===== config.mk =====
export PLATFORM = sky130hd
export DESIGN_NAME = universal_shift_register
export DESIGN_NICKNAME = d
export VERILOG_FILES = /design/src/rtl/universal_shift_register.sv
export SDC_FILE = /design/constraint.sdc
export NUM_CORES = 1
export LEC_CHECK = 0
export ABC_CLOCK_PERIOD_IN_PS = 3100
export BUFFER_PORTS_ARGS = -buffer_cell sky130_fd_sc_hd__buf_4
export CELL_PAD_IN_SITES_DETAIL_PLACEMENT = 2
export CELL_PAD_IN_SITES_GLOBAL_PLACEMENT = 2
export CORE_MARGIN = 8
export CORE_UTILIZATION = 35
export DETAILED_ROUTE_END_ITERATION = 10
export HOLD_SLACK_MARGIN = 0.15
export MAX_ROUTING_LAYER = met4
export PLACE_DENSITY = 0.78
export SYNTH_ARGS = -nofsm -noshare
export SYNTH_HDL_FRONTEND = slang
export SYNTH_SLANG_ARGS = --single-unit

===== constraint.sdc =====
create_clock -name i_clk -period 3.1 [get_ports i_clk]
set_input_delay 0.62 -clock i_clk [delete_from_list [all_inputs] [get_ports i_clk]]
set_output_delay 0.62 -clock i_clk [all_outputs]
set_load 0.1 [all_outputs]

===== src/rtl/universal_shift_register.sv =====
// -----------------------------------------------------------------------------
// universal_shift_register
//   WIDTH-bit shift/rotate register with a single-step path and a burst engine.
//   A single start pulse runs a burst of i_count steps, then o_done pulses.
//
//   Modes (i_mode): 000 hold, 001 rotate left, 010 rotate right,
//                   011 logical left (fill i_ser_in), 100 logical right
//                   (fill i_ser_in), 101 arithmetic right, 110/111 hold.
//
// Ports
//   i_clk, i_rst_n : rising-edge clock, asynchronous active-low reset
//   i_load, din    : parallel load. Highest priority; aborts a burst.
//   i_en           : one step with the live i_mode/i_amt (IDLE only)
//   i_mode, i_amt  : operation select and bit positions moved per step
//   i_ser_in       : fill bit for the logical shifts
//   i_start,i_count: start a burst of i_count steps (IDLE only)
//   dout           : register contents
//   o_busy         : burst in progress
//   o_done         : one-cycle pulse when a burst completes
//   o_zero         : dout == 0 (combinational)
// -----------------------------------------------------------------------------
module universal_shift_register #(
  parameter  int WIDTH = 8,
  parameter  int CNT_W = 8,
  localparam int AW    = $clog2(WIDTH)
) (
  input  logic             i_clk,
  input  logic             i_rst_n,
  input  logic             i_load,
  input  logic [WIDTH-1:0] din,
  input  logic             i_en,
  input  logic [2:0]       i_mode,
  input  logic [AW-1:0]    i_amt,
  input  logic             i_ser_in,
  input  logic             i_start,
  input  logic [CNT_W-1:0] i_count,
  output logic [WIDTH-1:0] dout,
  output logic             o_busy,
  output logic             o_done,
  output logic             o_zero
);

  typedef enum logic {
    IDLE = 1'b0,
    RUN  = 1'b1
  } state_t;

  typedef enum logic [2:0] {
    M_HOLD = 3'b000,
    M_ROL  = 3'b001,
    M_ROR  = 3'b010,
    M_SLL  = 3'b011,
    M_SRL  = 3'b100,
    M_SRA  = 3'b101
  } mode_t;

  localparam logic [WIDTH-1:0] ONES = {WIDTH{1'b1}};

  // One shift/rotate step. The fill masks mark the bit positions vacated by
  // the shift; an amount of 0 gives an empty mask and leaves data unchanged.
  function automatic logic [WIDTH-1:0] step_f(
    input logic [2:0]       mode,
    input logic [AW-1:0]    amt,
    input logic             ser,
    input logic [WIDTH-1:0] d
  );
    logic [WIDTH-1:0] lo_fill;
    logic [WIDTH-1:0] hi_fill;
    lo_fill = ~(ONES << amt);
    hi_fill = ~(ONES >> amt);
    case (mode)
      M_ROL:   step_f = (d << amt) | (d >> (WIDTH - int'(amt)));
      M_ROR:   step_f = (d >> amt) | (d << (WIDTH - int'(amt)));
      M_SLL:   step_f = (d << amt) | (lo_fill & {WIDTH{ser}});
      M_SRL:   step_f = (d >> amt) | (hi_fill & {WIDTH{ser}});
      M_SRA:   step_f = (d >> amt) | (hi_fill & {WIDTH{d[WIDTH-1]}});
      default: step_f = d;  // hold and reserved encodings
    endcase
  endfunction

  state_t           state_q, state_d;
  logic [WIDTH-1:0] dout_d;
  logic [CNT_W-1:0] cnt_q, cnt_d;
  logic [2:0]       mode_q, mode_d;
  logic [AW-1:0]    amt_q, amt_d;
  logic             done_d;

  // NOTE: every variable gets its default before the case so that no path
  // leaves one unassigned; otherwise a latch would be inferred.
  always_comb begin
    state_d = state_q;
    dout_d  = dout;
    cnt_d   = cnt_q;
    mode_d  = mode_q;
    amt_d   = amt_q;
    done_d  = 1'b0;
    case (state_q)
      IDLE: begin
        if (i_load) begin
          dout_d = din;
        end else if (i_start) begin
          mode_d = i_mode;
          amt_d  = i_amt;
          cnt_d  = i_count;
          // A zero-length burst completes at once without touching dout.
          if (i_count != '0) state_d = RUN;
          else               done_d  = 1'b1;
        end else if (i_en) begin
          dout_d = step_f(i_mode, i_amt, i_ser_in, dout);
        end
      end
      RUN: begin
        if (i_load) begin
          // Abort: load wins, burst ends silently (no done pulse).
          dout_d  = din;
          cnt_d   = '0;
          state_d = IDLE;
        end else begin
          // Mode and amount are frozen at start; the fill bit stays live.
          dout_d = step_f(mode_q, amt_q, i_ser_in, dout);
          cnt_d  = cnt_q - CNT_W'(1);
          if (cnt_q == CNT_W'(1)) begin
            state_d = IDLE;
            done_d  = 1'b1;
          end
        end
      end
      default: state_d = IDLE;
    endcase
  end

  // NOTE: sequential state uses non-blocking assignments only, so every
  // register samples the pre-edge values no matter the statement order.
  always_ff @(posedge i_clk or negedge i_rst_n) begin
    if (!i_rst_n) begin
      // NOTE: the latched mode/amount are reset along with the datapath, so
      // nothing in the block ever holds an X after reset.
      state_q <= IDLE;
      dout    <= '0;
      cnt_q   <= '0;
      mode_q  <= '0;
      amt_q   <= '0;
      o_done  <= 1'b0;
    end else begin
      state_q <= state_d;
      dout    <= dout_d;
      cnt_q   <= cnt_d;
      mode_q  <= mode_d;
      amt_q   <= amt_d;
      o_done  <= done_d;
    end
  end

  assign o_busy = (state_q == RUN);
  assign o_zero = (dout == '0);

endmodule


* Word level (Yosys, flattened, before mapping)
Index checks and enable logic that the tools add are counted.
** Cells by class
- Reductions and logical operators :: 5
- Shift operators :: 12
- Bitwise gates (word level) :: 22
- Add/subtract/negate cells :: 3
- Equality and inequality tests :: 17
- Muxes and demuxes :: 23
** Operator list (count)
- 8-bit OR :: 10
- 8-bit case mux with 5 select lines :: 2
- 8-bit by 32-bit left shift with 8-bit output :: 2
- 8-bit by 32-bit right shift with 8-bit output :: 2
- 8-bit 2-to-1 mux :: 7
- 8-bit bitwise AND :: 6
- 8-bit NOT :: 4
- 8-bit case mux with 2 select lines :: 2
- 8-bit by 3-bit left shift with 8-bit output :: 2
- 8-bit by 3-bit left shift with 8-bit output (first input constant) :: 2
- 8-bit by 3-bit right shift with 8-bit output :: 2
- 8-bit by 3-bit right shift with 8-bit output (first input constant) :: 2
- 7-bit by 2-bit inequality test with 1-bit output (second input constant) :: 2
- 3-bit by 2-bit == test with 1-bit output (second input constant) :: 4
- 3-bit == test (second input constant) :: 4
- 1-bit 2-to-1 mux :: 10
- 4-bit by 3-bit subtractor with 5-bit output (first input constant) :: 2
- 8-bit by 1-bit == test with 1-bit output (second input constant) :: 1
- 8-bit logical NOT :: 1
- 8-bit nonzero test :: 1
- 8-bit by 1-bit subtractor with 8-bit output (second input constant) :: 1
- 3-bit by 1-bit == test with 1-bit output (second input constant) :: 2
- 3-bit inequality test (second input constant) :: 2
- 2-bit inequality test (second input constant) :: 2
- 5 further kinds :: 7
** Storage, ports and cells
- Output and inout bits :: 11
- Bits of input ports :: 28
- Word-level logic and storage cells :: 88
- Register bits after elaboration :: 24

* Logic depth before layout (Yosys ltp)
- Depth after elaboration :: 9
- Gate-level depth with buffers :: 13
- Mapped depth without buffers :: 10

* Worst setup path before layout
OpenSTA, ideal clock, no wires.
- Path kind :: reg-to-output
- From :: reg dout[6]
- To :: out o_zero
- Data required time :: 2.480 ns
- Stages on the path, launching flop included :: 5
- Setup slack :: -0.521 ns
- Arrival :: 3.001 ns
- Path buffers :: 2
- Cells stage by stage :: dfrtp_1 > buf_4 > clkbuf_1 > or4_1 > nor2_1
** Between the ends
- Longest elaborated chain between the ends :: 1
** RTL lines
- from (decl) :: RTL line 37 : output logic [WIDTH-1:0] dout,
- from (signal assigned) :: RTL line 146 : dout <= dout_d;
- 8-bit logical NOT :: RTL line 155 : assign o_zero = (dout == '0);
- to (decl) :: RTL line 40 : output logic o_zero
No other way between the ends.

* Final worst setup path
- From :: in i_amt[0]
- To :: reg dout[1]
** Between the ends
- Longest elaborated chain between the ends :: 9
- Elaborated cells between the ends (all ways) :: 22
- Classes of those cells :: 1 x add/sub; 6 x shift; 5 x mux; 10 x bitwise
** RTL lines
- from (decl) :: RTL line 33 : input logic [AW-1:0] i_amt,
- branches (longest 4 deep; another with 4-bit by 3-bit subtractor with 5-bit output)
- 8-bit case mux with 5 select lines (*) :: RTL line 71 : case (mode)
- 8-bit 2-to-1 mux (*) :: RTL line 108 : end else if (i_en) begin
- 8-bit 2-to-1 mux (*) :: RTL line 101 : end else if (i_start) begin
- 8-bit 2-to-1 mux (*) :: RTL line 99 : if (i_load) begin
- 8-bit case mux with 2 select lines (*) :: RTL line 97 : case (state_q)
Mark *: on every way between the ends. The select of a mux whose other input is x is not followed.
A chain may end at the register's enable or synchronous reset.

==> flow_summary.toml <==
[worst_setup_path]
start_kind = "primary input"
rrSetupSlack_ns = 0.38
r2r_start = "mode_q[2]$_DFFE_PN0P_"
cp.arrival_ns = 2.87
worstReg2RegEnd = "dout[5]$_DFFE_PN0P_"
critPathMaxFanout = 33
critPathKind = "primary input to flip-flop"
r2r_cells = 6
critical_path_required_ns = 3.23
end_kind = "flip-flop"

[cts]
cts_tree = "done"
clock-sinks = 24
post_cts_resized = 0
cts-buffers-inserted = 3
clkSlewWorstSetupHoldPaths_ns = 0.07
cts_hold_buffers = 0
postCtsSetupBuffers = 0
htreeDepth = 1
root_buffer = "clkbuf_16"
clk_path_buf_depth = 2
insertion_delay_ns = 0.26

[final_layout]
mostFrequentLayoutCell = "buf_4"
final_layout_size_suffix_gt1_frac = 0.192
antenna_cells = 0
syn_to_final_growth_pct = 13.6
final_nets = 581
instances_no_fill = 685
most-common-layout-cells = "buf_4 (72), mux2i_1 (47), nor2_1 (46), nand2_1 (46), a21oi_1 (29)"
fin_area_sq_um = 4490

[place]
dpl.hpwl_mm = 14.3
place_inst = 681
io_buffers = 38
gp_congestion = 1.03
dpl_cell_area_sq_um = 4400

[grt]
antenna_found_initial = 0
grt_pass1_wl_mm = 29.7
grt_max_degree = 38
track_usage = 0.265
grt-ovfl-total = 0
grt_pass1_vias = 4865

[drt]
postRouteAntennaNets = 0
drt_iter0_drc = 343
first_pass_iters = 4
remaining_drc_errors = 0
wl_mm = 19.3
wl_per_cell_microns = 28.1
vias = 4525
viasPerCell = 6.61

[logic_synthesis]
synth_warnings = 0
synth_area_leader_cell = "dfrtp_1"
synth_cells = 520
synth_ff_type = "dfrtp_1"
synth_area_sq_um = 3960
synth_area_leaders = "dfrtp_1 (15%), mux2i_1 (12%), mux4_2 (7.4%), nor2_1 (4.5%), nand2_1 (4.4%)"
synth_seq_cells = 24
synth_fp_nets = 558
syn_area_per_cell_sq_um = 7.61
yosysTopAreaCellShare = 0.152
ys_seq_area_frac = 0.152
async_flop_share = 1.00
synth_edf_count = 0
synth_cell_type_count = 64

[pwr]
p_leak_nw = 1.82
power.density_nw_per_um2 = 754
total_power_mw = 3.39
ir_worst_vdd_mv = 0.227

[timing]
timing.hold.ws_ns = 0.256
finClkSkew_ns = 0.00393
period_minus_slack_ns = 2.73
grt_setup_unrepaired = "false"
setup_violations = 0
hold_viol = 0
tightest_slew_ns = 0.981
fmax_mhz = 366
maxSlewHeadroom = 0.342
tns_ns = 0
period_share = 0.882
slew_violations = 0

[run]
maxCapViolCount = 0

[min_path]
min_path_type = "primary input to asynchronous set/reset pin"

[die]
die_h_microns = 122
start_util = 0.353
core_sq_um = 11200
row_count = 39
dieArea_sq_um = 15000
die_x_microns = 122
io_pins = 39

[status]
status = "complete, no violations"
## metrics by stage
stage	util	setup WS, ns
CTS	0.400	0.435
global placement	0.392	0.267
global route	0.400	0.260
finish	0.400	0.367
detailed placement	0.392	0.177
floorplan	-	0.195
## how the worst max path moves through the flow
stage | from | endpoint | slack, ns | cells after the start
after floorplan | dout[6]$_DFFE_PN0P_ | o_zero | 0.19 | 4
after global placement | i_amt[1] | dout[2]$_DFFE_PN0P_ | 0.27 | 9
after detailed placement | i_amt[1] | dout[5]$_DFFE_PN0P_ | 0.18 | 10
after CTS | i_amt[0] | dout[1]$_DFFE_PN0P_ | 0.43 | 8
after global routing | i_amt[0] | dout[1]$_DFFE_PN0P_ | 0.26 | 8
final | i_amt[0] | dout[1]$_DFFE_PN0P_ | 0.37 | 8
## report_power, final
group / total, mW / switching (mW) / internal [mW]
clock: 0.322 / 0.124 / 0.198
sequential: 0.646 / 0.254 / 0.391
combinational: 2.42 / 1.53 / 0.889
total: 3.39 / 1.91 / 1.48
## Yosys cell counts (all sizes together) (4+ instances only)
master / n
o31ai: 4
a31oi: 12
nor4: 8
ha: 10
a211oi: 12
a211o: 6
a2111oi: 7
a21boi: 4
mux2i: 47
nor3: 11
nand2b: 9
o21ai: 29
clkbuf: 21
mux4: 13
nand3: 15
o22ai: 16
inv: 16
dfrtp: 24
a22oi: 4
nor2b: 13
mux2: 10
nor2: 47
buf: 33
nand2: 46
o221ai: 4
and3: 4
o211ai: 8
a21oi: 29
o311ai: 8
## worst max-delay path, cell delays in order
cell	delay, ns
buf_4	0.08
buf_4	0.36
mux2i_1	0.58
nor2_1	0.08
a211oi_1	0.47
a221oi_1	0.21
nor4_1	0.34
nor2_1	0.11
## state kept, by name, summed over array words and instances (netlist names)
name	flops
o_done	1
dout	8
cnt_q	8
o_busy	1
amt_q	3
mode_q	3
## cell type report
type / count / area, sq um
sequential: 24 / 601
fill: 1314 / 6730
tap: 143 / 179
multi-input combinational: 423 / 3010
clock buffer: 4 / 88.8
timing repair buffer: 72 / 541
inverter: 19 / 71.3
## routing by layer
| layer | share of wire | track usage |
|---|---|---|
| met1 | 0.43 | 0.325 |
| met2 | 0.50 | 0.444 |
| met5 | 0 | - |
| met3 | 0.046 | 0.0313 |
| met4 | 0.029 | 0.0845 |
## cells by family (layout without fill, tap and decap cells)
family | count (synthesis) | in the layout | synth area share
AND/OR/NAND/NOR | 172 | 172 | 0.210
AO/OA/AOI/OAI | 168 | 168 | 0.290
buffers and inverters | 73 | 95 | 0.0886
multiplexers | 70 | 70 | 0.221
flip-flops | 24 | 24 | 0.152
adder cells (fa/ha/maj) | 10 | 10 | 0.0316
XOR/XNOR | 3 | 3 | 0.00664
Note: power is estimated with default switching activity, not from simulation.
